File: src/rtl/definitions_pkg.sv
// Shared definitions for the ALU execute stage.
//   alu_sel_e : 4-bit ALU operation select produced by the ALU control decoder.
//   DEF_XLEN  : default operand/result width.
//   DEF_CNT_W : default retired-operation counter width.
package definitions_pkg;

    localparam int DEF_XLEN  = 32;
    localparam int DEF_CNT_W = 32;

    typedef enum logic [3:0] {
        ALU_AND = 4'b0000,
        ALU_OR  = 4'b0001,
        ALU_ADD = 4'b0010,
        ALU_SUB = 4'b0110
    } alu_sel_e;

    function automatic logic is_mapped_sel(input alu_sel_e sel);
        case (sel)
            ALU_AND, ALU_OR, ALU_ADD, ALU_SUB: is_mapped_sel = 1'b1;
            default:                           is_mapped_sel = 1'b0;
        endcase
    endfunction

endpackage

File: src/rtl/alu_exec_stage_if.sv
// Handshake bundle of the ALU execute stage.
//   in_*  : operand/opcode transfer from decode (valid/ready).
//   out_* : registered result towards writeback (valid/ready).
// master : upstream/downstream environment side.
// slave  : the execute stage itself.
interface alu_exec_stage_if
    import definitions_pkg::*;
#(
    parameter int XLEN = DEF_XLEN
);
    logic            in_valid;
    logic            in_ready;
    logic [XLEN-1:0] in_a;
    logic [XLEN-1:0] in_b;
    alu_sel_e        in_sel;
    logic            out_valid;
    logic            out_ready;
    logic [XLEN-1:0] out_result;
    logic            out_zero;
    logic            out_illegal;

    modport master (
        output in_valid, in_a, in_b, in_sel, out_ready,
        input  in_ready, out_valid, out_result, out_zero, out_illegal
    );

    modport slave (
        input  in_valid, in_a, in_b, in_sel, out_ready,
        output in_ready, out_valid, out_result, out_zero, out_illegal
    );
endinterface

File: src/rtl/alu_core.sv
// Purely combinational ALU datapath.
//   a, b    : operands
//   sel     : operation select
//   result  : a op b modulo 2^XLEN, or 0 for an unmapped select
//   zero    : result == 0
//   illegal : sel is not a mapped encoding
module alu_core
    import definitions_pkg::*;
#(
    parameter int XLEN = DEF_XLEN
) (
    input  logic [XLEN-1:0] a,
    input  logic [XLEN-1:0] b,
    input  alu_sel_e        sel,
    output logic [XLEN-1:0] result,
    output logic            zero,
    output logic            illegal
);

    always_comb begin
        result  = '0;
        illegal = 1'b0;
        // Unknown/unmapped selects fall to default: result 0, flagged illegal.
        case (sel)
            ALU_AND: result = a & b;
            ALU_OR:  result = a | b;
            ALU_ADD: result = a + b;
            ALU_SUB: result = a - b;
            default: illegal = 1'b1;
        endcase
    end

    assign zero = (result == '0);

endmodule

File: src/rtl/alu_exec_stage.sv
// ALU execute stage: accepts operands + opcode over valid/ready, computes the
// result through alu_core and holds it in one output register with backpressure.
//   clk, rst    : clock, asynchronous active-high reset
//   bus         : in_* operand handshake, out_* result handshake (slave side)
//   err_clr     : synchronous clear of err_sticky
//   err_sticky  : set when an illegal opcode was accepted
//   ops_retired : count of results consumed downstream (wraps)
//
// state    | meaning
// ---------+------------------------------------------
// ST_EMPTY | output register empty, out_valid = 0
// ST_FULL  | output register holds a result, out_valid = 1
module alu_exec_stage
    import definitions_pkg::*;
#(
    parameter int XLEN  = DEF_XLEN,
    parameter int CNT_W = DEF_CNT_W
) (
    input  logic                 clk,
    input  logic                 rst,
    alu_exec_stage_if.slave      bus,
    input  logic                 err_clr,
    output logic                 err_sticky,
    output logic [CNT_W-1:0]     ops_retired
);

    localparam logic ST_EMPTY = 1'b0;
    localparam logic ST_FULL  = 1'b1;

    logic             state_q, state_d;
    logic [XLEN-1:0]  result_q, result_d;
    logic             zero_q, zero_d;
    logic             illegal_q, illegal_d;
    logic             err_q, err_d;
    logic [CNT_W-1:0] cnt_q, cnt_d;

    logic [XLEN-1:0]  core_result;
    logic             core_zero;
    logic             core_illegal;
    logic             accept;
    logic             consume;

    alu_core #(.XLEN(XLEN)) u_core (
        .a       (bus.in_a),
        .b       (bus.in_b),
        .sel     (bus.in_sel),
        .result  (core_result),
        .zero    (core_zero),
        .illegal (core_illegal)
    );

    // Ready whenever the register is empty or is being drained this cycle,
    // which allows one result per cycle under continuous out_ready.
    assign bus.in_ready = (state_q == ST_EMPTY) || bus.out_ready;
    assign accept       = bus.in_valid && bus.in_ready;
    assign consume      = (state_q == ST_FULL) && bus.out_ready;

    always_comb begin
        state_d   = state_q;
        result_d  = result_q;
        zero_d    = zero_q;
        illegal_d = illegal_q;
        err_d     = err_q;
        cnt_d     = cnt_q;

        if (state_q == ST_EMPTY) begin
            if (accept) state_d = ST_FULL;
        end else begin
            if (consume && !accept) state_d = ST_EMPTY;
        end

        if (accept) begin
            result_d  = core_result;
            zero_d    = core_zero;
            illegal_d = core_illegal;
        end

        // Set has priority over clear.
        if (accept && core_illegal) begin
            err_d = 1'b1;
        end else if (err_clr) begin
            err_d = 1'b0;
        end

        if (consume) cnt_d = cnt_q + CNT_W'(1);
    end

    always_ff @(posedge clk or posedge rst) begin
        if (rst) begin
            state_q   <= ST_EMPTY;
            result_q  <= '0;
            zero_q    <= 1'b0;
            illegal_q <= 1'b0;
            err_q     <= 1'b0;
            cnt_q     <= '0;
        end else begin
            state_q   <= state_d;
            result_q  <= result_d;
            zero_q    <= zero_d;
            illegal_q <= illegal_d;
            err_q     <= err_d;
            cnt_q     <= cnt_d;
        end
    end

    assign bus.out_valid   = (state_q == ST_FULL);
    assign bus.out_result  = result_q;
    assign bus.out_zero    = zero_q;
    assign bus.out_illegal = illegal_q;
    assign err_sticky      = err_q;
    assign ops_retired     = cnt_q;

endmodule

File: src/flat_wrapper.sv
// flat-port wrapper written by rule: the top's interface ports become plain ports
module alu_exec_stage_flat import definitions_pkg::*;
#(
    parameter int XLEN  = DEF_XLEN,
    parameter int CNT_W = DEF_CNT_W
)
  (clk, rst, err_clr, err_sticky, ops_retired, bus_in_valid, bus_in_a, bus_in_b, bus_in_sel, bus_out_ready, bus_in_ready, bus_out_valid, bus_out_result, bus_out_zero, bus_out_illegal);
  alu_exec_stage_if #(.XLEN(XLEN)) bus_i ();
  input  logic clk;
  input  logic rst;
  input  logic err_clr;
  output logic err_sticky;
  output logic [CNT_W-1:0] ops_retired;
  input wire logic [$bits(bus_i.in_valid)-1:0] bus_in_valid;
  input wire logic [$bits(bus_i.in_a)-1:0] bus_in_a;
  input wire logic [$bits(bus_i.in_b)-1:0] bus_in_b;
  input wire logic [$bits(bus_i.in_sel)-1:0] bus_in_sel;
  input wire logic [$bits(bus_i.out_ready)-1:0] bus_out_ready;
  output wire logic [$bits(bus_i.in_ready)-1:0] bus_in_ready;
  output wire logic [$bits(bus_i.out_valid)-1:0] bus_out_valid;
  output wire logic [$bits(bus_i.out_result)-1:0] bus_out_result;
  output wire logic [$bits(bus_i.out_zero)-1:0] bus_out_zero;
  output wire logic [$bits(bus_i.out_illegal)-1:0] bus_out_illegal;
  assign bus_i.in_valid = bus_in_valid;
  assign bus_i.in_a = bus_in_a;
  assign bus_i.in_b = bus_in_b;
  assign bus_i.in_sel = bus_in_sel;
  assign bus_i.out_ready = bus_out_ready;
  assign bus_in_ready = bus_i.in_ready;
  assign bus_out_valid = bus_i.out_valid;
  assign bus_out_result = bus_i.out_result;
  assign bus_out_zero = bus_i.out_zero;
  assign bus_out_illegal = bus_i.out_illegal;
  alu_exec_stage #(.XLEN(XLEN), .CNT_W(CNT_W)) u_core (.clk(clk), .rst(rst), .bus(bus_i), .err_clr(err_clr), .err_sticky(err_sticky), .ops_retired(ops_retired));
endmodule
File: config.mk
export PLATFORM = sky130hd
export DESIGN_NAME = alu_exec_stage_flat
export DESIGN_NICKNAME = d
export VERILOG_FILES = /design/src/rtl/definitions_pkg.sv /design/src/rtl/alu_exec_stage_if.sv /design/src/rtl/alu_core.sv /design/src/rtl/alu_exec_stage.sv /design/src/flat_wrapper.sv
export SDC_FILE = /design/constraint.sdc
export NUM_CORES = 1
export LEC_CHECK = 0
export BUFFER_PORTS_ARGS = -buffer_cell sky130_fd_sc_hd__buf_2
export CORE_MARGIN = 5
export CORE_UTILIZATION = 50
export CTS_CLUSTER_DIAMETER = 200
export DETAILED_ROUTE_END_ITERATION = 7
export GPL_ROUTABILITY_DRIVEN = 0
export GPL_TIMING_DRIVEN = 0
export PLACE_DENSITY = 0.75
export SETUP_SLACK_MARGIN = 0.5
export SYNTH_ARGS = -nofsm -noshare
export SYNTH_HDL_FRONTEND = slang
export SYNTH_SLANG_ARGS = --single-unit
File: constraint.sdc
create_clock -name clk -period 3.7 [get_ports clk]
set_input_delay 0.74 -clock clk [delete_from_list [all_inputs] [get_ports clk]]
set_output_delay 0.74 -clock clk [all_outputs]
set_load 0.1 [all_outputs]
======== Yosys cells after proc, flatten, opt, wreduce, memory -nomap -nowiden ========
Index checks and enable logic that the tools add are counted.
Widths: inputs -> output; s select.
operators by class
  add/subtract/negate cells ............... 3
  eq/ne operators ......................... 3
  mux-type cells .......................... 7
  bitwise gates (word level) .............. 3
  reduce and logical (&&, ||, !) cells .... 10
operators with widths
  kind                   number
  $pmux 32 s4            1
  $add 32x1->32 const B  1
  $add 32x32->32         1
  $and 32x32->32         1
  $logic_not 32->1       1
  $or 32x32->32          1
  $sub 32x32->32         1
  $mux 1                 6
  $eq 4x1->1 const B     1
  $eq 4x2->1 const B     1
  $eq 4x3->1 const B     1
  $logic_and 1x1->1      4
  $logic_not 4->1        1
  $reduce_or 4->1        1
  $reduce_bool 2->1      1
  $logic_not 1->1        1
  $logic_or 1x1->1       1
  $not 1->1              1
storage, ports and cells
  flip-flop bits (word level) ............. 68
  bits of input ports ..................... 73
  output and inout bits ................... 69
  word-level logic and storage cells ...... 32

======== Longest topological paths before layout ========
Gate-level depths: netlist of the first run.
  depth in word-level cells ............... 7
  mapped depth ............................ 22
  gate-level depth less buffers ........... 22

======== Cells and area by module ========
Synthesis of the first run repeated with hierarchy kept, for this count alone.
unflattened totals
  cell total of the unflattened synthesis .. 703
  area total of the unflattened synthesis .. 6,203.4 um2
modules (own cells, without submodules)
  module          instances  cells an instance  area each (um2)  seq. area each (um2)
  alu_core        1          501                3,444.6          0.0
  alu_exec_stage  1          202                2,758.9          1,701.6

======== Least setup slack after synthesis of the first run ========
No wires, ideal clock.
  path type ............................... in2reg
  from .................................... input port bus_in_b[6]
  to ...................................... register u_core.zero_q, in the netlist u_core.bus.out_zero
  setup time .............................. 0.110 ns
  arrival time ............................ 5.152 ns
  data required time ...................... 3.590 ns
  setup slack ............................. -1.562 ns
  cell stages on the path ................. 18
  path buffers ............................ 0
  path through ............................ or4_4 or3_4 or4_4 nor4_4 and4bb_4 nor2_1 xnor2_1 ha_1 nand2_1 nor2_1 a211oi_1 or4b_2 o21ai_0 xnor2_1 nor2_1 nor4_1 nand4_1 o41ai_1
between the ends
  longest elaborated chain between the ends .. 3
  elaborated cells on any way between the ends .. 6
  classes of those cells .................. 2 x add/sub; 1 x mux; 2 x bitwise; 1 x reduce/logical
RTL lines
  what                                    line                  source
  start, declared                         flat_wrapper.sv:16    input wire logic [$bits(bus_i.in_b)-1:0] bus_in_b;
  $sub 32x32->32 (tied with other cells)  alu_core.sv:28        ALU_SUB: result = a - b;
  $pmux 32 s4 *                           alu_core.sv:24        case (sel)
  $logic_not 32->1 *                      alu_core.sv:33        assign zero = (result == '0);
  end signal, assigned                    alu_exec_stage.sv:99  zero_q <= zero_d;
  end, declared                           alu_exec_stage.sv:32  logic zero_q, zero_d;
Every way passes the cells marked *; elsewhere a longest branch is shown, timed or not.
A chain may end at the register's enable or synchronous reset.

======== Worst setup path after layout of the first run ========
Ends and elaborated chain as after synthesis.

==> run_results.csv, run 1 <==
group,metric,value,unit
run_status,status,"complete, but fails checks",
run_status,violations,"setup timing",
global_route,grt_max_degree,36,
sta,tns,-15.85,ns
worst_setup_path,worstPathRequired,3.92,ns
routing,num_vias,6727,
power,comb_power_share,0.529,
worst_setup_path,cpMostUsedCell,"buf_4",
die,io_pins,142,
placement,hpwl,14.5,mm
worst_setup_path,slowest_stage,"or4_4",
power,powerDensity,397,nW/um2
global_route,antenna_found_initial,0,
die,start_util,0.505,
routing,wl_per_cell,19.2,um
die,die_area,14300,um2
clock_tree,clk_latency,0.33,ns
global_route,grt_pass1_vias,6262,
die,die_w,119,um
clock_tree,numCtsBuffers,9,
clock_tree,cts_tree,"yes",
finish,syn2layout_area_growth,47.1,%
sta,max_slew_margin,0.477,
global_route,gr-usage-all-layers,0.270,
worst_setup_path,cp_max_fo,4,
routing,drc,0,
synth,ys_seq_area_frac,0.284,
power,p_clk_frac,0.217,
global_route,grt_first_pass_wirelength,31.6,mm
worst_setup_path,crit_type,"in -> reg",
clock_tree,cts_max_path_buffers,2,
routing,drt_pre_antenna_iters,5,
synth,synth_cells,733,
worst_setup_path,end_kind,"flop",
sta,max_freq,196,MHz
routing,drtIter0Drc,750,
power,swShare,0.468,
hold_path,holdCritPathClass,"reg -> reg",
clock_tree,clk_pin_slew,0.05,ns
worst_setup_path,worst-path-buf-inv,4,
synth,yosys_warnings,0,
finish,fin_cells,1104,
worst_setup_path,path_delay_family,"simple AND/OR/NAND/NOR gates",
routing,drt_wl_total,21.2,mm
synth,yosysTopAreaCellShare,0.284,
die,dieHeight,119,um
routing,vias_per_cell,6.09,
sta,setup-violations-final,21,
power,ir_worst_vdd,0.178,mV
placement,dp_cells,1021,
sta,drv_slew,0,
synth,syn_area_per_cell,8.18,um2
clock_tree,htree_levels,3,
synth,synth_fp_nets,842,
clock_tree,clk_root_buffer_cell,"clkbuf_16",
sta,skew,0.00502,ns
clock_tree,clock-sinks,68,
power,p_leak,4.05,nW
synth,ys_top_cells_by_area,"dfrtp_1, ha_1, nand2_1, xnor2_1, xor2_1",
synth,async_flop_share,1.00,
worst_setup_path,startpoint_type,"primary input",
synth,synth_ff_type,"dfrtp_1",
finish,post-route-cell-area,8820,um2
global_route,grt_overflow,0,
synth,synth-edff-count,0,
sta,tightest_slew,0.784,ns
power,power_switching,1.64,mW
die,rows,40,
power,total_power,3.50,mW
worst_setup_path,cp_cell_sequence,"buf_8 > or4_4 > or3_4 > or4_4 > nor4_4 > buf_4 > and4bb_4 > nor2_2 > xnor2_1 > ha_1 > nand2_2 > buf_4 > buf_4 > nor2_2 > and3_1 > nand2_1 > o21ai_2 > xor2_1 > a221o_1 > o41ai_2",
sta,layout_setup_ws,-1.40,ns
power,seq_power_share,0.254,
sta,rsz0062_at_grt,"true",
synth,netlist-cell-type-count,67,
worst_setup_path,cpPeakStageDelay,0.57,ns
sta,period_needed,5.10,ns
sta,timing.final.hold_violations,0,
finish,drive_above_1_share,0.417,
finish,antenna_cells,0,
finish,fin_nets,1061,
synth,syn-cell-area,5990,um2
power,p_int,1.86,mW
die,core,11900,um2
sta,timing.final.crit_share,1.38,
synth,ys_ff_latch,68,
routing,ant_nets,0,
worst_setup_path,critPathArrivalTime,5.32,ns
placement,place_area,7200,um2
synth,synth_area_leader_cell,"dfrtp_1",
placement,port-buffer-count,140,
finish,nFillCells,828,
run,maxCapViolCount,0,
synth_stat cells, types with 7 or more instances:
library cell,instances
nor2_1,55
xnor2_1,45
o21ai_0,50
a22oi_1,12
nor3_1,14
ha_1,35
inv_1,17
maj3_1,31
clkbuf_1,32
o21a_1,9
nand2b_1,9
nand3_1,15
a21o_1,8
nand2_1,114
a21oi_1,41
a211oi_1,7
o31ai_1,11
and3_1,10
dfrtp_1,68
nand4_1,20
xor2_1,37
per-layer routing:
| layer | routed length, um | track usage | share of wire | vias to the layer above |
|---|---|---|---|---|
| met3 | 1730 | 0.0405 | 0.082 | 70 |
| met1 | 8920 | 0.369 | 0.42 | 3188 |
| met2 | 9860 | 0.434 | 0.47 | 375 |
| met4 | 648 | 0.102 | 0.031 | 0 |
| li1 | - | - | - | 3094 |
| met5 | 0 | 0 | 0 | - |
timing repair:
action,4_1_cts,5_1_grt
resized for setup,108,99
hold buffers,0,0
endpoints found under the setup margin,26,30
setup buffers,40,27
pin swaps,46,60
sequential cells by signal (all words and copies together), names as in the netlist:
| name | cells |
|---|---|
| u_core.bus.out_illegal | 1 |
| u_core.bus.out_result | 32 |
| u_core.bus.out_valid | 1 |
| u_core.bus.out_zero | 1 |
| u_core.err_sticky | 1 |
| u_core.ops_retired | 32 |
cells in the final DEF, fill, tap and decap left out, types with 7 or more instances in the layout:
cell type / instances
o21a_1: 9
inv_1: 16
o21ai_0: 14
buf_4: 58
clkbuf_16: 10
o21ai_2: 21
nor3_2: 7
a21oi_2: 13
buf_2: 138
a21oi_1: 17
nand3_1: 13
dfrtp_1: 68
xor2_1: 36
nor2_1: 46
a22oi_2: 9
a21oi_4: 11
buf_6: 14
o21ai_1: 15
ha_1: 30
maj3_1: 31
a21o_1: 8
nor3_1: 7
nor2_2: 8
and3_1: 8
nand2b_1: 7
xnor2_1: 40
nand2_1: 104
clkbuf_1: 13
nand4_1: 20
power by group through the flow:
stage / sequential (mW) / clock (mW) / combinational, mW
6_report: 0.888 / 0.759 / 1.85
3_3_place_gp: 0.894 / 0 / 1.49
2_1_floorplan: 1.44 / 0 / 0.634
5_1_grt: 0.898 / 0.812 / 1.94
3_5_place_dp: 0.898 / 0 / 1.50
4_1_cts: 0.886 / 0.777 / 1.65
stage by stage:
stage | hold WS (ns) | worst slack [ns] | util
after floorplan | 0.834 | -1.32 | -
after global placement | 0.451 | -1.97 | 0.605
after detailed placement | 0.463 | -2.05 | 0.607
after CTS | 0.472 | -1.25 | 0.692
after global routing | 0.481 | -1.55 | 0.743
final | 0.468 | -1.40 | 0.743
layout make-up:
type,instances,area [um2],share of cell area
plain buffers,35,308,0.0349
clock buffers,10,239,0.0271
clock inverters,6,30.0,0.00341
inverters,17,63.8,0.00724
multi-input cells,613,5000,0.567
flip-flops and latches,68,1700,0.193
well taps,147,184,0.0209
repair buffers,208,1290,0.147
logic make-up (layout without fill, tap and decap cells):
logic type	Yosys count	in the layout	share of synthesized area
compound gates	183	183	0.199
xor+xnor	83	83	0.123
fa+ha+maj	67	67	0.128
buf+inv	52	276	0.0326
flops	68	68	0.284
mux	10	10	0.0177
simple gates	270	270	0.216
worst register-to-register path: stages (launching register included):
cell	delay, ns
dfrtp_1	0.41
nand2b_1	0.17
nand2_1	0.28
a221o_1	0.39
nor2_1	0.13
nand3_1	0.09
nor4_1	0.21
nand4_1	0.20
nor4_2	0.31
nand4_1	0.17
o41ai_2	0.24
worst paths after layout:
path / slack (ns) / start / to / cells after the start
setup / recovery: -1.40 / bus_in_b[6] / u_core.bus.out_zero / 20
setup reg to reg: 1.00 / u_core.bus.out_valid / u_core.bus.out_zero / 10
min in group asynchronous: 0.53 / rst / u_core.ops_retired[14] / 2
hold / removal: 0.47 / u_core.bus.out_result[16] / u_core.bus.out_result[16] / 2
hold reg to reg: 0.47 / u_core.bus.out_result[16] / u_core.bus.out_result[16] / 2
max in group asynchronous: 2.55 / rst / u_core.ops_retired[8] / 3
Note: power is estimated with default switching activity, not from simulation.
==> run 2, diff against run 1 <==
- CELL_PAD_IN_SITES_DETAIL_PLACEMENT: unset -> 1
- CELL_PAD_IN_SITES_GLOBAL_PLACEMENT: unset -> 1
- CORE_UTILIZATION: 50 -> 45
- PLACE_DENSITY: 0.75 -> unset
- PLACE_DENSITY_LB_ADDON: unset -> 0.1
- SYNTH_HIERARCHICAL: unset -> 1
==> run 2 against run 1 <==
  * The flow still finishes with violations (setup timing)
  * Clock skew about the same
  * Die area increased by 14%
  * Combinational power increased by 5%
  * Routed wire length increased by 38%
  * Maximum frequency increased by 0.36%
  * Global-route usage increased by 4.0 points
  * Final area increased by 3.8%
  * Critical path type unchanged
  * Setup slack improved by 0.018 ns
  * Sequential share of layout area decreased by 0.71 points
  * Critical path depth decreased by 1
  * Utilization decreased by 7.6 points
  * Cell count increased by 0.18%
==> run_results.csv, run 2 <==
group,metric,value,unit
finish,fin_cells,1106,
synth,synth-simple-area-share,0.214,
placement,dp_cells,1023,
die,die_w,127,um
worst_setup_path,crit_type,"in -> reg",
global_route,grt_max_degree,38,
routing,num_vias,7235,
sta,drv_slew,0,
synth,synth_top_family_by_area,"simple AND/OR/NAND/NOR gates",
synth,ys_seq_area_frac,0.274,
finish,final_common_cell,"buf_2",
routing,wl_per_cell,26.5,um
power,powerDensity,398,nW/um2
power,p_leak,4.21,nW
worst_setup_path,r2r-end,"u_core/ops_retired[28]",
placement,port-buffer-count,139,
power,ir_worst_vdd,0.242,mV
synth,async_flop_share,1.00,
routing,route.top_layer_used,"met4",
global_route,grt_first_pass_wirelength,40.1,mm
run,maxCapViolCount,0,
finish,layout_common_cells,"buf_2, dfrtp_1, nand2_1",
synth,yosysMostFrequentCell,"nand2_1",
finish,drive_above_1_share,0.465,
synth,synth_xor_area_frac,0.107,
worst_setup_path,critPathArrivalTime,5.35,ns
power,total_power,3.65,mW
clock_tree,clk_latency,0.33,ns
finish,post-route-cell-area,9150,um2
synth,syn-cell-area,6200,um2
worst_setup_path,startpoint_type,"primary input",
die,io_pins,142,
routing,drt_pre_antenna_iters,5,
clock_tree,cts_tree,"yes",
routing,vias_per_cell,6.54,
sta,setup-violations-final,23,
finish,antenna_cells,0,
global_route,grt_pass1_vias,7410,
synth,synth-edff-count,0,
synth,netlist-cell-type-count,84,
global_route,grt_overflow,0,
clock_tree,holdBufCountCts,0,
hold_path,holdCritPathClass,"reg -> reg",
synth,synth_ff_type,"dfrtp_1",
sta,rsz0062_at_grt,"true",
placement,hpwl,16.9,mm
routing,drtIter0Drc,693,
synth,synth_fp_nets,812,
synth,yosysTopAreaCellShare,0.274,
sta,skew,0.00550,ns
die,dieHeight,127,um
clock_tree,htree_levels,3,
sta,timing.final.hold_violations,0,
worst_setup_path,r2r_slack,1.63,ns
hold_path,min_to,"u_core/bus.out_illegal",
sta,tns,-14.78,ns
sta,period_needed,5.08,ns
routing,drt-met1-wl,10.9,mm
routing,route.met2.wl,14.2,mm
sta,tightest_slew,1.15,ns
synth,yosys_warnings,6,
synth,synth.area.mux_share,0.0684,
global_route,antenna_found_initial,0,
clock_tree,cts_max_path_buffers,2,
global_route,gr-usage-all-layers,0.310,
sta,timing.final.crit_share,1.37,
finish,syn2layout_area_growth,47.5,%
hold_path,hold_start,"u_core/bus.out_illegal",
worst_setup_path,reg2reg_depth,5,
worst_setup_path,cp_cell_sequence,"buf_8 > or2_4 > or4b_4 > buf_4 > buf_6 > o31ai_1 > xor2_1 > ha_2 > nand2_2 > nor3_4 > o2111ai_4 > a311oi_2 > o21ai_1 > a31o_1 > or4_4 > nor3_2 > nand4b_1 > nor4_2 > mux2_4",
clock_tree,clk_root_buffer_cell,"clkbuf_16",
clock_tree,clock-sinks,68,
die,start_util,0.452,
synth,ys_ff_latch,68,
clock_tree,numCtsBuffers,9,
run_status,status,"complete, but fails checks",
finish,fin_nets,1030,
synth,synth_fa_ha_area_frac,0.114,
die,core,13700,um2
synth,synth_area_leader_cell,"dfrtp_1",
placement,place_area,7510,um2
die,rows,43,
worst_setup_path,slowest_stage,"or4b_4",
hold_path,whs_path_depth,2,
worst_setup_path,worstPathRequired,3.96,ns
routing,met3WireLength,2.36,mm
finish,utilization,0.667,
routing,ant_nets,0,
synth,syn_area_per_cell,8.82,um2
routing,drc,0,
sta,layout_setup_ws,-1.38,ns
sta,max_freq,197,MHz
synth,synth_compound_area_frac,0.188,
synth,ys_top_cells_by_area,"dfrtp_1, ha_1, mux2_2, xnor2_1, xor2_1",
die,die_area,16200,um2
clock_tree,clk_pin_slew,0.05,ns
synth,synth_cells,703,
worst_setup_path,worstReg2RegStart,"u_core/ops_retired[0]",
sta,max_slew_margin,0.229,
run_status,violations,"setup timing",
worst_setup_path,cp_max_fo,5,
worst_setup_path,cpPeakStageDelay,0.50,ns
sta,whs,0.481,ns
placement,pre_cts_ws,-1.84,ns
worst_setup_path,end_kind,"flop",
synth,synth_common_cells,"nand2_1, dfrtp_1, xnor2_1",
routing,drt_wl_total,29.3,mm
## run 2: changes by cell type after synthesis, sizes merged, moves of 5 or more
cell / previous run / this run
or3: 4 / 9
nor2: 55 / 28
a22oi: 12 / 2
nand2: 114 / 70
o21ai: 53 / 47
mux2: 5 / 35
xor2: 37 / 32
clkbuf: 32 / 19
nor3: 14 / 24
buf: 3 / 11
maj3: 31 / 25
nand3: 15 / 31
## run 2: worst max-delay path: cells and delay by family
family / cells / cell delay (ns)
buf+inv: 3 / 0.36
compound gates: 5 / 1.32
simple gates: 8 / 2.11
xor+xnor: 1 / 0.18
fa+ha+maj: 1 / 0.44
mux: 1 / 0.18
## run 2: kinds of logic after synthesis
logic type | Yosys count
xor+xnor | 76
flops | 68
buf+inv | 51
compound gates | 173
simple gates | 236
fa+ha+maj | 61
mux | 38
## run 2: worst max path at each step
stage                 from             endpoint  slack (ns)  cells after the start
2_1_floorplan  bus_in_b[1]  u_core/bus.out_zero       -1.14                     18
3_3_place_gp   bus_in_b[1]  u_core/bus.out_zero       -1.77                     23
3_5_place_dp   bus_in_b[1]  u_core/bus.out_zero       -1.84                     23
4_1_cts        bus_in_b[0]  u_core/bus.out_zero       -1.25                     19
5_1_grt        bus_in_b[0]  u_core/bus.out_zero       -1.56                     19
6_report       bus_in_b[0]  u_core/bus.out_zero       -1.38                     19
## run 2: repair_timing
item	CTS	global route
setup buffers	48	19
gates resized for setup	109	68
pin swaps	57	43
setup endpoints to repair	30	30
## run 2: layout make-up
type	instances	area, um2
plain buffers	30	260
clock inverters	1	5.00
multi-input cells	584	5250
fillers	1527	4570
inverters	21	78.8
well taps	180	225
flip-flops and latches	68	1700
repair buffers	207	1360
clock buffers	15	278
## run 2: routing by layer
| layer | GRT usage | vias up |
|---|---|---|
| met4 | 0.135 | 0 |
| met5 | 0 | - |
| li1 | - | 3041 |
| met2 | 0.545 | 480 |
| met3 | 0.0497 | 169 |
| met1 | 0.373 | 3545 |
## run 2: report_power, final
part | leakage [nW] | switching (mW) | internal (mW)
sequential | 0.916 | 0.0794 | 0.821
combinational | 3.15 | 1.34 | 0.604
clock | 0.140 | 0.298 | 0.508
total | 4.21 | 1.71 | 1.93
==> run 3, diff against run 2 <==
- ABC_AREA: unset -> 1
- CORE_UTILIZATION: 45 -> 42
==> run 3 against run 2 <==
  * The run still ends with setup timing left
  * Non-clock buffer count shrank 41
  * Sequential power shrank 2%
  * Critical path depth grew 8
==> run_results.csv, run 3 <==
group,metric,value,unit
run_status,status,"complete, but fails checks",
run_status,violations,"setup timing",
clock_tree,clk_pin_slew,0.06,ns
finish,post-route-cell-area,10300,um2
clock_tree,htree_levels,3,
clock_tree,cts_max_path_buffers,2,
synth,syn_area_per_cell,5.88,um2
sta,timing.final.hold_violations,0,
clock_tree,numCtsBuffers,9,
finish,syn2layout_area_growth,34.4,%
sta,max_freq,252,MHz
routing,route.met2.wl,16.8,mm
die,core,18000,um2
die,rows,49,
sta,rsz0062_at_grt,"true",
global_route,grt_pass1_vias,9197,
synth,yosys_warnings,6,
clock_tree,clock-sinks,68,
routing,drc,0,
run,maxCapViolCount,0,
worst_setup_path,end_kind,"flop",
sta,max_slew_margin,0.428,
synth,syn-cell-area,7690,um2
synth,yosysMostFrequentCell,"nand2_1",
finish,layout_common_cells,"nand2_1, inv_1, buf_2",
finish,drive_above_1_share,0.320,
finish,fin_nets,1607,
synth,yosysTopAreaCellShare,0.247,
synth,synth_area_leader_cell,"nand2_1",
finish,antenna_cells,0,
global_route,antenna_found_initial,0,
sta,whs,0.474,ns
synth,ys_seq_area_frac,0.221,
sta,layout_setup_ws,-0.275,ns
worst_setup_path,worstPathRequired,3.96,ns
routing,drt-met1-wl,13.1,mm
placement,place_area,8780,um2
finish,final_common_cell,"nand2_1",
routing,drt_wl_total,32.4,mm
routing,met3WireLength,1.55,mm
placement,hpwl,24.0,mm
clock_tree,clk_root_buffer_cell,"clkbuf_16",
synth,ys_ff_latch,68,
synth,synth_fp_nets,1417,
worst_setup_path,critPathArrivalTime,4.24,ns
clock_tree,clk_latency,0.32,ns
synth,async_flop_share,1.00,
die,die_area,21100,um2
finish,utilization,0.575,
sta,skew,0.00983,ns
sta,timing.final.crit_share,1.07,
clock_tree,holdBufCountCts,0,
power,ir_worst_vdd,0.733,mV
worst_setup_path,cp_max_fo,4,
synth,synth_ff_type,"dfrtp_1",
die,die_w,145,um
synth,synth_cells,1308,
power,p_leak,5.73,nW
routing,drt_pre_antenna_iters,5,
synth,synth_common_cells,"nand2_1, inv_1, nor2_1",
hold_path,holdCritPathClass,"reg -> reg",
sta,period_needed,3.97,ns
die,dieHeight,145,um
die,start_util,0.428,
die,io_pins,142,
worst_setup_path,crit_type,"in -> reg",
routing,ant_nets,0,
power,powerDensity,343,nW/um2
routing,drtIter0Drc,545,
global_route,grt_first_pass_wirelength,47.2,mm
routing,num_vias,9216,
routing,vias_per_cell,5.32,
clock_tree,cts_tree,"yes",
worst_setup_path,startpoint_type,"primary input",
placement,port-buffer-count,140,
sta,tns,-0.275,ns
synth,ys_top_cells_by_area,"nand2_1, dfrtp_1, inv_1, nand3_1, ha_1",
global_route,gr-usage-all-layers,0.273,
global_route,grt_max_degree,69,
synth,synth-edff-count,0,
sta,setup-violations-final,1,
routing,wl_per_cell,18.7,um
synth,netlist-cell-type-count,45,
finish,fin_cells,1731,
sta,drv_slew,0,
global_route,grt_overflow,0,
sta,tightest_slew,0.858,ns
placement,dp_cells,1677,
routing,route.top_layer_used,"met4",
run 3: cells by family after synthesis:
logic type               Yosys count  share of synthesized area
AND/OR/NAND/NOR                  832                      0.476
buffers and inverters            242                      0.123
AO/OA/AOI/OAI                     70                     0.0488
flip-flops                        68                      0.221
adder cells (fa/ha/maj)           49                     0.0765
XOR/XNOR                          47                     0.0545
run 3: area by class of cell:
type                    instances  area, um2
inverters                     225        883
multi-input cells             998       6010
clock buffers                  13        260
plain buffers                  17        138
fillers                      2481       7630
well taps                     229        287
flip-flops and latches         68       1700
repair buffers                179       1050
clock inverters                 2       10.0
run 3: worst paths after layout:
path / startpoint / to / slack (ns) / cells past startpoint
worst max-delay path: bus_in_b[1] / u_core/bus.out_zero / -0.27 / 27
worst min-delay path: u_core/bus.out_result[7] / u_core/bus.out_result[7] / 0.47 / 2
worst max register to register: u_core/ops_retired[1] / u_core/ops_retired[24] / 2.19 / 8
worst min register to register: u_core/bus.out_result[7] / u_core/bus.out_result[7] / 0.47 / 2
max in group asynchronous: rst / u_core/ops_retired[3] / 2.53 / 2
min in group asynchronous: rst / u_core/bus.out_result[6] / 0.58 / 2
run 3: repair_timing:
item / CTS / global route
pin swaps: 68 / 59
setup endpoints to repair: 31 / 27
buffers inserted: 30 / 9
resized for setup: 114 / 141
run 3: critical path: stages:
cell and delay, ns:
buf_12 0.11, inv_12 0.04, ha_4 0.14, nand2_4 0.05
nor3_4 0.21, nand4_1 0.22, o21ai_0 0.32, xor2_1 0.26
ha_1 0.33, nand2_1 0.14, inv_2 0.06, nand2_2 0.10
inv_2 0.06, nand2_1 0.11, inv_1 0.05, nand2_1 0.08
nand2_2 0.11, or2_0 0.22, nand3_1 0.08, nand3_2 0.13
nor2_1 0.15, nand2_1 0.06, nor2_1 0.08, nand2_1 0.11
nor2_1 0.12, nand2_1 0.07, nand2_1 0.06
run 3: layer usage:
metal | vias up | track usage
met5 | - | 0
met3 | 58 | 0.0299
met2 | 268 | 0.505
met4 | 0 | 0.0751
met1 | 4506 | 0.334
li1 | 4384 | -
run 3: report_power, final:
part	total [mW]	switching (mW)	internal (mW)
registers	0.885	0.0681	0.817
clock network	0.774	0.290	0.484
logic	1.89	1.39	0.492
total	3.55	1.75	1.79
run 3: metrics by stage:
step                power (mW)  worst slack (ns)
floorplan                 2.09             0.239
global placement          2.45             -1.04
detailed placement        2.49             -1.05
CTS                       3.39           -0.0740
global route              3.73            -0.531
finish                    3.55            -0.275
